===== src/rtl/mem_stage_pkg.sv =====
// Shared types and constants for the MEM pipeline stage.
package mem_stage_pkg;

    typedef enum logic [1:0] {
        IDLE = 2'd0,
        REQ  = 2'd1,
        WAIT = 2'd2
    } state_e;

    localparam logic [2:0] F3_B  = 3'b000;
    localparam logic [2:0] F3_H  = 3'b001;
    localparam logic [2:0] F3_W  = 3'b010;
    localparam logic [2:0] F3_BU = 3'b100;
    localparam logic [2:0] F3_HU = 3'b101;

    localparam logic [3:0] BE_B = 4'b0001;
    localparam logic [3:0] BE_H = 4'b0011;
    localparam logic [3:0] BE_W = 4'b1111;

    // Instruction context held across a multi-cycle access.
    typedef struct packed {
        logic [31:0] pc;
        logic [31:0] alu;
        logic [4:0]  rd;
        logic [2:0]  funct3;
        logic        mem_to_reg;
        logic        reg_write;
    } op_t;

    // Halfword offsets are only ever 0 or 2 once alignment has been checked.
    function automatic logic [3:0] be_for(input logic [2:0] f3, input logic [1:0] lo);
        case (f3)
            F3_B, F3_BU: be_for = BE_B << lo;
            F3_H, F3_HU: be_for = BE_H << lo;
            default:     be_for = BE_W;
        endcase
    endfunction

endpackage


===== src/rtl/mem_stage_if.sv =====
// Data-memory req/gnt/rvalid bus between the MEM stage and the memory.
interface mem_stage_if;
    logic        dmem_req;
    logic        dmem_we;
    logic [31:0] dmem_addr;
    logic [31:0] dmem_wdata;
    logic [3:0]  dmem_be;
    logic        dmem_gnt;
    logic        dmem_rvalid;
    logic [31:0] dmem_rdata;

    modport master (
        output dmem_req, dmem_we, dmem_addr, dmem_wdata, dmem_be,
        input  dmem_gnt, dmem_rvalid, dmem_rdata
    );

    modport slave (
        input  dmem_req, dmem_we, dmem_addr, dmem_wdata, dmem_be,
        output dmem_gnt, dmem_rvalid, dmem_rdata
    );
endinterface


===== src/rtl/mem_stage_align.sv =====
// Combinational lane logic: store steering, byte enables, legality and
// alignment of the request, load lane extraction with sign/zero extension.
module mem_align
    import mem_stage_pkg::*;
(
    input  logic [2:0]  req_funct3_i,
    input  logic [1:0]  req_addr_lo_i,
    input  logic        req_load_i,
    input  logic        req_store_i,
    input  logic [31:0] req_wdata_i,
    output logic        req_ok_o,
    output logic [3:0]  req_be_o,
    output logic [31:0] req_wdata_o,
    input  logic [2:0]  rsp_funct3_i,
    input  logic [1:0]  rsp_addr_lo_i,
    input  logic [31:0] rsp_rdata_i,
    output logic [31:0] rsp_data_o
);
    logic        legal;
    logic        aligned;
    logic [31:0] shifted;

    always_comb begin
        legal = 1'b0;
        if (req_load_i) begin
            legal = req_funct3_i inside {F3_B, F3_H, F3_W, F3_BU, F3_HU};
        end else if (req_store_i) begin
            legal = req_funct3_i inside {F3_B, F3_H, F3_W};
        end

        case (req_funct3_i)
            F3_H, F3_HU: aligned = ~req_addr_lo_i[0];
            F3_W:        aligned = (req_addr_lo_i == 2'b00);
            default:     aligned = 1'b1;
        endcase

        req_ok_o = legal & aligned;
        req_be_o = be_for(req_funct3_i, req_addr_lo_i);

        case (req_funct3_i)
            F3_B:    req_wdata_o = {4{req_wdata_i[7:0]}};
            F3_H:    req_wdata_o = {2{req_wdata_i[15:0]}};
            default: req_wdata_o = req_wdata_i;
        endcase
    end

    always_comb begin
        shifted = rsp_rdata_i >> {rsp_addr_lo_i, 3'b000};
        case (rsp_funct3_i)
            F3_B:    rsp_data_o = {{24{shifted[7]}}, shifted[7:0]};
            F3_BU:   rsp_data_o = {24'd0, shifted[7:0]};
            F3_H:    rsp_data_o = {{16{shifted[15]}}, shifted[15:0]};
            F3_HU:   rsp_data_o = {16'd0, shifted[15:0]};
            default: rsp_data_o = shifted;
        endcase
    end

endmodule


===== src/rtl/mem_stage.sv =====
// Pipeline MEM stage: issues loads/stores on the dmem bus, stalls the pipe
// while an access is in flight and drives the MEM/WB pipeline register.
//
// state | meaning
// IDLE  | no access in flight; ALU results pass straight to MEM/WB
// REQ   | dmem_req asserted, bus outputs frozen until dmem_gnt
// WAIT  | load granted, waiting for dmem_rvalid
module mem_stage
    import mem_stage_pkg::*;
#(
    parameter int unsigned TIMEOUT_CYCLES = 64,
    parameter int unsigned CNT_W          = 8
) (
    input  logic        clk,
    input  logic        reset_n,
    input  logic        hazard_stall,
    input  logic        EX_MEM_enable_out,
    input  logic [31:0] EX_MEM_PC,
    input  logic [31:0] EX_MEM_ALUResult,
    input  logic [31:0] EX_MEM_WriteData,
    input  logic [4:0]  EX_MEM_Rd,
    input  logic [2:0]  EX_MEM_Funct3,
    input  logic        EX_MEM_MemRead,
    input  logic        EX_MEM_MemWrite,
    input  logic        EX_MEM_MemToReg,
    input  logic        EX_MEM_RegWrite,
    mem_stage_if.master dmem,
    output logic        mem_stall,
    output logic        mem_fault,
    output logic [31:0] MEM_WB_PC,
    output logic [31:0] MEM_WB_ReadData,
    output logic [31:0] MEM_WB_ALUResult,
    output logic [4:0]  MEM_WB_Rd,
    output logic        MEM_WB_MemToReg,
    output logic        MEM_WB_RegWrite,
    output logic        MEM_WB_enable_out
);
    localparam int unsigned      TO_LAST_I = (TIMEOUT_CYCLES == 0) ? 0 : TIMEOUT_CYCLES - 1;
    localparam logic [CNT_W-1:0] TO_LAST   = TO_LAST_I[CNT_W-1:0];

    state_e           state_q, state_d;
    logic [CNT_W-1:0] cnt_q;
    op_t              op_q;
    logic             we_q;
    logic [31:0]      wdata_q;
    logic [3:0]       be_q;
    logic             fault_q, fault_d;

    logic        is_mem, issue, req_ok, start, timeout_hit;
    logic        commit_alu, commit_mem, abort;
    logic [3:0]  al_be;
    logic [31:0] al_wdata, ld_data;

    mem_align u_align (
        .req_funct3_i  (EX_MEM_Funct3),
        .req_addr_lo_i (EX_MEM_ALUResult[1:0]),
        .req_load_i    (EX_MEM_MemRead),
        .req_store_i   (EX_MEM_MemWrite),
        .req_wdata_i   (EX_MEM_WriteData),
        .req_ok_o      (req_ok),
        .req_be_o      (al_be),
        .req_wdata_o   (al_wdata),
        .rsp_funct3_i  (op_q.funct3),
        .rsp_addr_lo_i (op_q.alu[1:0]),
        .rsp_rdata_i   (dmem.dmem_rdata),
        .rsp_data_o    (ld_data)
    );

    assign is_mem      = EX_MEM_MemRead | EX_MEM_MemWrite;
    assign issue       = (state_q == IDLE) & EX_MEM_enable_out & ~hazard_stall & is_mem;
    assign start       = issue & req_ok;
    assign commit_alu  = (state_q == IDLE) & EX_MEM_enable_out & ~hazard_stall & ~is_mem;
    assign timeout_hit = (TIMEOUT_CYCLES != 0) && (cnt_q >= TO_LAST);

    always_ff @(posedge clk or negedge reset_n) begin
        if (!reset_n) begin
            state_q <= IDLE;
        end else begin
            state_q <= state_d;
        end
    end

    always_comb begin
        state_d = state_q;
        unique case (state_q)
            IDLE: if (start) state_d = REQ;
            REQ: begin
                if (dmem.dmem_gnt)  state_d = we_q ? IDLE : WAIT;
                else if (timeout_hit) state_d = IDLE;
            end
            WAIT: if (dmem.dmem_rvalid || timeout_hit) state_d = IDLE;
            default: state_d = IDLE;
        endcase
    end

    // The stall drops in the completing cycle so upstream advances on that edge.
    always_comb begin
        mem_stall  = 1'b0;
        commit_mem = 1'b0;
        abort      = 1'b0;
        unique case (state_q)
            IDLE: mem_stall = start;
            REQ: begin
                commit_mem = dmem.dmem_gnt & we_q;
                abort      = ~dmem.dmem_gnt & timeout_hit;
                mem_stall  = ~(commit_mem | abort);
            end
            WAIT: begin
                commit_mem = dmem.dmem_rvalid;
                abort      = ~dmem.dmem_rvalid & timeout_hit;
                mem_stall  = ~(commit_mem | abort);
            end
            default: mem_stall = 1'b0;
        endcase
        fault_d = (issue & ~req_ok) | abort;
    end

    always_ff @(posedge clk or negedge reset_n) begin
        if (!reset_n) begin
            cnt_q <= '0;
        end else if (start) begin
            cnt_q <= '0;
        end else if (state_q != IDLE) begin
            cnt_q <= cnt_q + CNT_W'(1);
        end
    end

    always_ff @(posedge clk or negedge reset_n) begin
        if (!reset_n) begin
            op_q    <= '0;
            we_q    <= 1'b0;
            wdata_q <= '0;
            be_q    <= '0;
            fault_q <= 1'b0;
        end else begin
            fault_q <= fault_d;
            if (start) begin
                op_q.pc         <= EX_MEM_PC;
                op_q.alu        <= EX_MEM_ALUResult;
                op_q.rd         <= EX_MEM_Rd;
                op_q.funct3     <= EX_MEM_Funct3;
                op_q.mem_to_reg <= EX_MEM_MemToReg;
                op_q.reg_write  <= EX_MEM_RegWrite;
                we_q            <= ~EX_MEM_MemRead;
                wdata_q         <= al_wdata;
                be_q            <= al_be;
            end
        end
    end

    always_ff @(posedge clk or negedge reset_n) begin
        if (!reset_n) begin
            MEM_WB_PC         <= '0;
            MEM_WB_ReadData   <= '0;
            MEM_WB_ALUResult  <= '0;
            MEM_WB_Rd         <= '0;
            MEM_WB_MemToReg   <= 1'b0;
            MEM_WB_RegWrite   <= 1'b0;
            MEM_WB_enable_out <= 1'b0;
        end else if (commit_alu) begin
            MEM_WB_PC         <= EX_MEM_PC;
            MEM_WB_ReadData   <= '0;
            MEM_WB_ALUResult  <= EX_MEM_ALUResult;
            MEM_WB_Rd         <= EX_MEM_Rd;
            MEM_WB_MemToReg   <= EX_MEM_MemToReg;
            MEM_WB_RegWrite   <= EX_MEM_RegWrite;
            MEM_WB_enable_out <= 1'b1;
        end else if (commit_mem) begin
            MEM_WB_PC         <= op_q.pc;
            MEM_WB_ReadData   <= we_q ? 32'd0 : ld_data;
            MEM_WB_ALUResult  <= op_q.alu;
            MEM_WB_Rd         <= op_q.rd;
            MEM_WB_MemToReg   <= op_q.mem_to_reg;
            MEM_WB_RegWrite   <= op_q.reg_write;
            MEM_WB_enable_out <= 1'b1;
        end else begin
            MEM_WB_RegWrite   <= 1'b0;
            MEM_WB_enable_out <= 1'b0;
        end
    end

    assign mem_fault       = fault_q;
    assign dmem.dmem_req   = (state_q == REQ);
    assign dmem.dmem_we    = we_q;
    assign dmem.dmem_addr  = {op_q.alu[31:2], 2'b00};
    assign dmem.dmem_wdata = wdata_q;
    assign dmem.dmem_be    = be_q;

endmodule


===== src/flat_wrapper.sv =====
// flat-port wrapper written by rule: the top's interface ports become plain ports
module mem_stage_flat import mem_stage_pkg::*;
#(
    parameter int unsigned TIMEOUT_CYCLES = 64,
    parameter int unsigned CNT_W          = 8
)
  (clk, reset_n, hazard_stall, EX_MEM_enable_out, EX_MEM_PC, EX_MEM_ALUResult, EX_MEM_WriteData, EX_MEM_Rd, EX_MEM_Funct3, EX_MEM_MemRead, EX_MEM_MemWrite, EX_MEM_MemToReg, EX_MEM_RegWrite, mem_stall, mem_fault, MEM_WB_PC, MEM_WB_ReadData, MEM_WB_ALUResult, MEM_WB_Rd, MEM_WB_MemToReg, MEM_WB_RegWrite, MEM_WB_enable_out, dmem_dmem_req, dmem_dmem_we, dmem_dmem_addr, dmem_dmem_wdata, dmem_dmem_be, dmem_dmem_gnt, dmem_dmem_rvalid, dmem_dmem_rdata);
  mem_stage_if dmem_i ();
  input  logic clk;
  input  logic reset_n;
  input  logic hazard_stall;
  input  logic EX_MEM_enable_out;
  input  logic [31:0] EX_MEM_PC;
  input  logic [31:0] EX_MEM_ALUResult;
  input  logic [31:0] EX_MEM_WriteData;
  input  logic [4:0] EX_MEM_Rd;
  input  logic [2:0] EX_MEM_Funct3;
  input  logic EX_MEM_MemRead;
  input  logic EX_MEM_MemWrite;
  input  logic EX_MEM_MemToReg;
  input  logic EX_MEM_RegWrite;
  output logic mem_stall;
  output logic mem_fault;
  output logic [31:0] MEM_WB_PC;
  output logic [31:0] MEM_WB_ReadData;
  output logic [31:0] MEM_WB_ALUResult;
  output logic [4:0] MEM_WB_Rd;
  output logic MEM_WB_MemToReg;
  output logic MEM_WB_RegWrite;
  output logic MEM_WB_enable_out;
  output wire logic [$bits(dmem_i.dmem_req)-1:0] dmem_dmem_req;
  output wire logic [$bits(dmem_i.dmem_we)-1:0] dmem_dmem_we;
  output wire logic [$bits(dmem_i.dmem_addr)-1:0] dmem_dmem_addr;
  output wire logic [$bits(dmem_i.dmem_wdata)-1:0] dmem_dmem_wdata;
  output wire logic [$bits(dmem_i.dmem_be)-1:0] dmem_dmem_be;
  input wire logic [$bits(dmem_i.dmem_gnt)-1:0] dmem_dmem_gnt;
  input wire logic [$bits(dmem_i.dmem_rvalid)-1:0] dmem_dmem_rvalid;
  input wire logic [$bits(dmem_i.dmem_rdata)-1:0] dmem_dmem_rdata;
  assign dmem_dmem_req = dmem_i.dmem_req;
  assign dmem_dmem_we = dmem_i.dmem_we;
  assign dmem_dmem_addr = dmem_i.dmem_addr;
  assign dmem_dmem_wdata = dmem_i.dmem_wdata;
  assign dmem_dmem_be = dmem_i.dmem_be;
  assign dmem_i.dmem_gnt = dmem_dmem_gnt;
  assign dmem_i.dmem_rvalid = dmem_dmem_rvalid;
  assign dmem_i.dmem_rdata = dmem_dmem_rdata;
  mem_stage #(.TIMEOUT_CYCLES(TIMEOUT_CYCLES), .CNT_W(CNT_W)) u_core (.clk(clk), .reset_n(reset_n), .hazard_stall(hazard_stall), .EX_MEM_enable_out(EX_MEM_enable_out), .EX_MEM_PC(EX_MEM_PC), .EX_MEM_ALUResult(EX_MEM_ALUResult), .EX_MEM_WriteData(EX_MEM_WriteData), .EX_MEM_Rd(EX_MEM_Rd), .EX_MEM_Funct3(EX_MEM_Funct3), .EX_MEM_MemRead(EX_MEM_MemRead), .EX_MEM_MemWrite(EX_MEM_MemWrite), .EX_MEM_MemToReg(EX_MEM_MemToReg), .EX_MEM_RegWrite(EX_MEM_RegWrite), .dmem(dmem_i), .mem_stall(mem_stall), .mem_fault(mem_fault), .MEM_WB_PC(MEM_WB_PC), .MEM_WB_ReadData(MEM_WB_ReadData), .MEM_WB_ALUResult(MEM_WB_ALUResult), .MEM_WB_Rd(MEM_WB_Rd), .MEM_WB_MemToReg(MEM_WB_MemToReg), .MEM_WB_RegWrite(MEM_WB_RegWrite), .MEM_WB_enable_out(MEM_WB_enable_out));
endmodule

===== config.mk =====
export PLATFORM = sky130hd
export DESIGN_NAME = mem_stage_flat
export DESIGN_NICKNAME = d
export VERILOG_FILES = /design/src/rtl/mem_stage_pkg.sv /design/src/rtl/mem_stage_if.sv /design/src/rtl/mem_stage_align.sv /design/src/rtl/mem_stage.sv /design/src/flat_wrapper.sv
export SDC_FILE = /design/constraint.sdc
export NUM_CORES = 1
export LEC_CHECK = 0
export CAP_MARGIN = 20
export CORE_MARGIN = 1
export CORE_UTILIZATION = 50
export CTS_BUF_LIST = sky130_fd_sc_hd__clkbuf_4 sky130_fd_sc_hd__clkbuf_8
export CTS_CLUSTER_SIZE = 28
export DETAILED_ROUTE_END_ITERATION = 8
export PLACE_DENSITY = 0.83
export SLEW_MARGIN = 10
export SYNTH_ARGS = -nofsm -noshare
export SYNTH_HDL_FRONTEND = slang
export SYNTH_HIERARCHICAL = 1
export SYNTH_SLANG_ARGS = --single-unit

===== constraint.sdc =====
create_clock -name clk -period 2.5 [get_ports clk]
set_input_delay 0.375 -clock clk [delete_from_list [all_inputs] [get_ports clk]]
set_output_delay 0.375 -clock clk [all_outputs]
set_load 0.05 [all_outputs]

==> summary.txt <==
Clock tree
  – CTS tree: yes
  – Clock tree buffer depth: 3
  – CTS Sinks: 226
  – CTS H-tree lvls: 2
  – CTS root buf: clkbuf_8
  – Clock transition at path regs: 0.06 ns
  – TritonCTS Buffers: 41
  – Clock latency on the worst-skew pair: 0.52 ns

Power
  – Max IR drop VDD: 1.04 mV
  – Combinational Power Share: 0.535
  – Power per cell area: 1390 nW/um^2
  – Switching part of the total: 0.456
  – Clock Power Share: 0.165
  – Internal power: 11.6 mW
  – P_leak: 6.90 nW
  – Sw power: 9.72 mW
  – Part of the power in registers: 0.301

Job
  – Max Cap Viol: 0

Setup path
  – Worst path arrival time: 2.00 ns
  – CP startpoint: u_core/cnt_q[5]
  – Critical path depth: 5
  – Worst-path fanout max: 3
  – CP max stage cell: a311o_1
  – Crit path to: mem_stall
  – Delay-heaviest family, CP: compound AO/OA/AOI/OAI gates
  – Reg2Reg Depth: 7
  – Worst R2R Start: u_core/state_q[1]
  – Crit-path max cell delay: 0.41 ns
  – Critical path required time: 2.12 ns
  – CP startpoint kind: flip-flop
  – CP Capture Type: primary output
  – Critical path, cell by cell: and3_1 -> a311o_1 -> a21oi_1 -> o21ba_2 -> buf_12
  – Flop-to-flop setup slack: 0.45 ns
  – Setup Crit Path Kind: flip-flop to primary output
  – Worst path bufs/invs: 1
  – Reg-to-Reg End: u_core/MEM_WB_PC[11]

Global routing
  – Antenna violations before repair: 0
  – Remaining global-route overflow: 0
  – First-pass GRT wire length: 43,700 microns
  – Largest net degree at the start of global routing: 77
  – Vias in the first global route: 8,493
  – Total GRT Usage: 0.243

STA
  – Setup Viol. Count Final: 0
  – Worst setup margin: 0.122 ns
  – Setup TNS: 0 ns
  – Min Tclk post-route: 2.38 ns
  – Final Max Tran Viols: 0
  – Fin crit share: 0.951
  – Hold Worst Slack: 0.394 ns
  – Setup Skew: 0.0117 ns
  – Slew @ Worst Pin: 0.797 ns
  – Fmax: 0.420 GHz
  – Final hold viol count: 0
  – Rel. slew slack: 0.469

Finish
  – Seq. cell area: 5660 sq um
  – Diodes inserted: 0
  – Final Instance Area: 15,300 sq um
  – NumNets Final: 1,423
  – Fill count: 1,569
  – Share of cells above drive strength 1: 0.156
  – Area delta synth->final: 37.2%
  – Multi-input gate area: 4760 sq um

Synth
  – Post-Syn Area: 11,200 sq um
  – Synth warn: 6
  – Register area share after synthesis: 0.506
  – Synth Area in Compound Gates: 0.0910
  – Cell with the most instances after synthesis: dfrtp_1
  – Multiplexer share of the synthesized area: 0.224
  – Post-synth top area share: 0.506
  – Top FF cell, synth: dfrtp_1
  – Yosys top cell by area: dfrtp_1
  – Post-synth EDFFs: 0
  – Post-synth cell types: 48
  – Dominant cells by area after synthesis: dfrtp_1, mux2i_1, mux2_1, mux2_2, nand2_1
  – XOR/XNOR Fraction of Synth Area: 0.00548
  – Ys async rst share: 1.00
  – Synth Area in Adders: 0.00672
  – Syn Inst Count: 971
  – Simple-gate portion of the synthesized area: 0.0961
  – FF+latch count, synth: 226
  – Most frequent cells after synthesis: dfrtp_1, nand2_1, mux2i_1
  – Syn avg cell area: 11.5 sq um
  – Main combinational cell family by area after synthesis: multiplexers

Drt
  – WL final: 27,900 microns
  – Vias post-DR: 8,307
  – WL/cell: 17.7 microns
  – DRT antenna net count: 0
  – First-pass iteration count of the detailed router: 5
  – DRC: 0
  – DR vias/cell: 5.27
  – DRT iter0 DRCs: 303

Floorplan
  – Initial core utilization: 0.511
  – Die Area: 23,000 sq um
  – Die span in x: 152 microns
  – # IOs: 322
  – Vert. Die Dim: 152 microns
  – Row count: 54
  – Core area: 21,900 sq um

Placement
  – Post-Place Setup Slack: 0.0818 ns
  – Hpwl dp: 19,300 microns
  – Area after DPL: 14,500 sq um
  – GP Congestion: 0.834
  – Port Buffers: 319

Min path
  – Worst min-delay path category: input pin to async pin

Status
  – Status: finished clean
==> what timing repair did <==
item,in CTS,in global routing
endpoints found under the setup margin,2,1
pin swaps,1,1
cloned,0,0
resized for setup,2,2
hold buffers,1,0
hold endpoints to repair,72,0
setup buffers,0,1
==> worst reg2reg max path, cell delays in order, from the launching register on <==
cell and delay [ns]:
dfrtp_1 0.38, inv_1 0.12, ha_2 0.22, a32o_1 0.30
nand2_4 0.26, buf_12 0.29, mux2i_1 0.27, o21ai_1 0.09
==> routing by layer <==
| metal | track usage | vias up | wire length [microns] |
|---|---|---|---|
| met2 | 0.404 | 307 | 13600 |
| met1 | 0.306 | 3993 | 11400 |
| met5 | 0 | - | 0 |
| li1 | - | 3948 | - |
| met3 | 0.0653 | 59 | 2150 |
| met4 | 0.0856 | 0 | 750 |
==> kinds of logic after synthesis <==
| kind of cell | Yosys count |
|---|---|
| compound gates | 170 |
| xor+xnor | 7 |
| fa+ha+maj | 6 |
| buf+inv | 109 |
| flops | 226 |
| mux | 232 |
| other cells | 1 |
| simple gates | 220 |
==> power groups by stage <==
| stage | combinational [mW] | clock, mW | sequential, mW |
|---|---|---|---|
| after CTS | 11.4 | 3.60 | 6.41 |
| after floorplan | 4.68 | 0 | 9.63 |
| after detailed placement | 11.4 | 0 | 6.43 |
| final | 11.4 | 3.51 | 6.41 |
| after global routing | 12.0 | 3.75 | 6.62 |
| after global placement | 11.2 | 0 | 6.37 |
==> sequential cells by signal, summed over array words and instances, names as in the netlist, 2 cells and up <==
name and count:
u_core/MEM_WB_ReadData 32, u_core/MEM_WB_PC 32, u_core/op_q 44, u_core/dmem.dmem_addr 30
u_core/cnt_q 8, u_core/MEM_WB_ALUResult 32, u_core/state_q 2, u_core/dmem.dmem_be 4
u_core/MEM_WB_Rd 5, u_core/dmem.dmem_wdata 32
==> worst min-delay path by stage <==
stage	end	depth (start not counted)
after floorplan	u_core/MEM_WB_ALUResult[0]	0
after global placement	u_core/MEM_WB_ReadData[24]	1
after detailed placement	u_core/MEM_WB_ReadData[4]	1
after CTS	u_core/MEM_WB_ALUResult[24]	3
after global routing	u_core/MEM_WB_ALUResult[27]	3
final	u_core/MEM_WB_ReadData[4]	2
==> area by class of cell <==
cell class                 count  area share
clock buffer                  63      0.0520
clock inverter                 5     0.00196
inverter                       3    0.000734
multi-input combinational    637       0.310
sequential                   226       0.369
tap                          280      0.0228
timing repair buffer         362       0.243
==> through the flow <==
step | cells | power (mW) | util
floorplan | 972 | 14.3 | -
global placement | 1506 | 17.6 | 0.661
detailed placement | 1506 | 17.8 | 0.661
CTS | 1575 | 21.4 | 0.700
global route | 1576 | 22.4 | 0.701
finish | 1576 | 21.3 | 0.701
==> placed cells by master (no fill, tap or decap), drive strengths merged, types with 3 or more instances in the layout <==
cell           instances
ha                     6
xor2                   5
clkbuf                63
nand3b                36
buf                   44
clkinv                 3
mux2i                 95
or2                   10
o21ai                 82
a21oi                 62
inv                    3
dfrtp                226
mux2                 137
nor2                  24
nor2b                  6
o211ai                16
nand3                  4
clkdlybuf4s50        316
nand2                130
No activity file was read; power rests on OpenSTA's default activity.
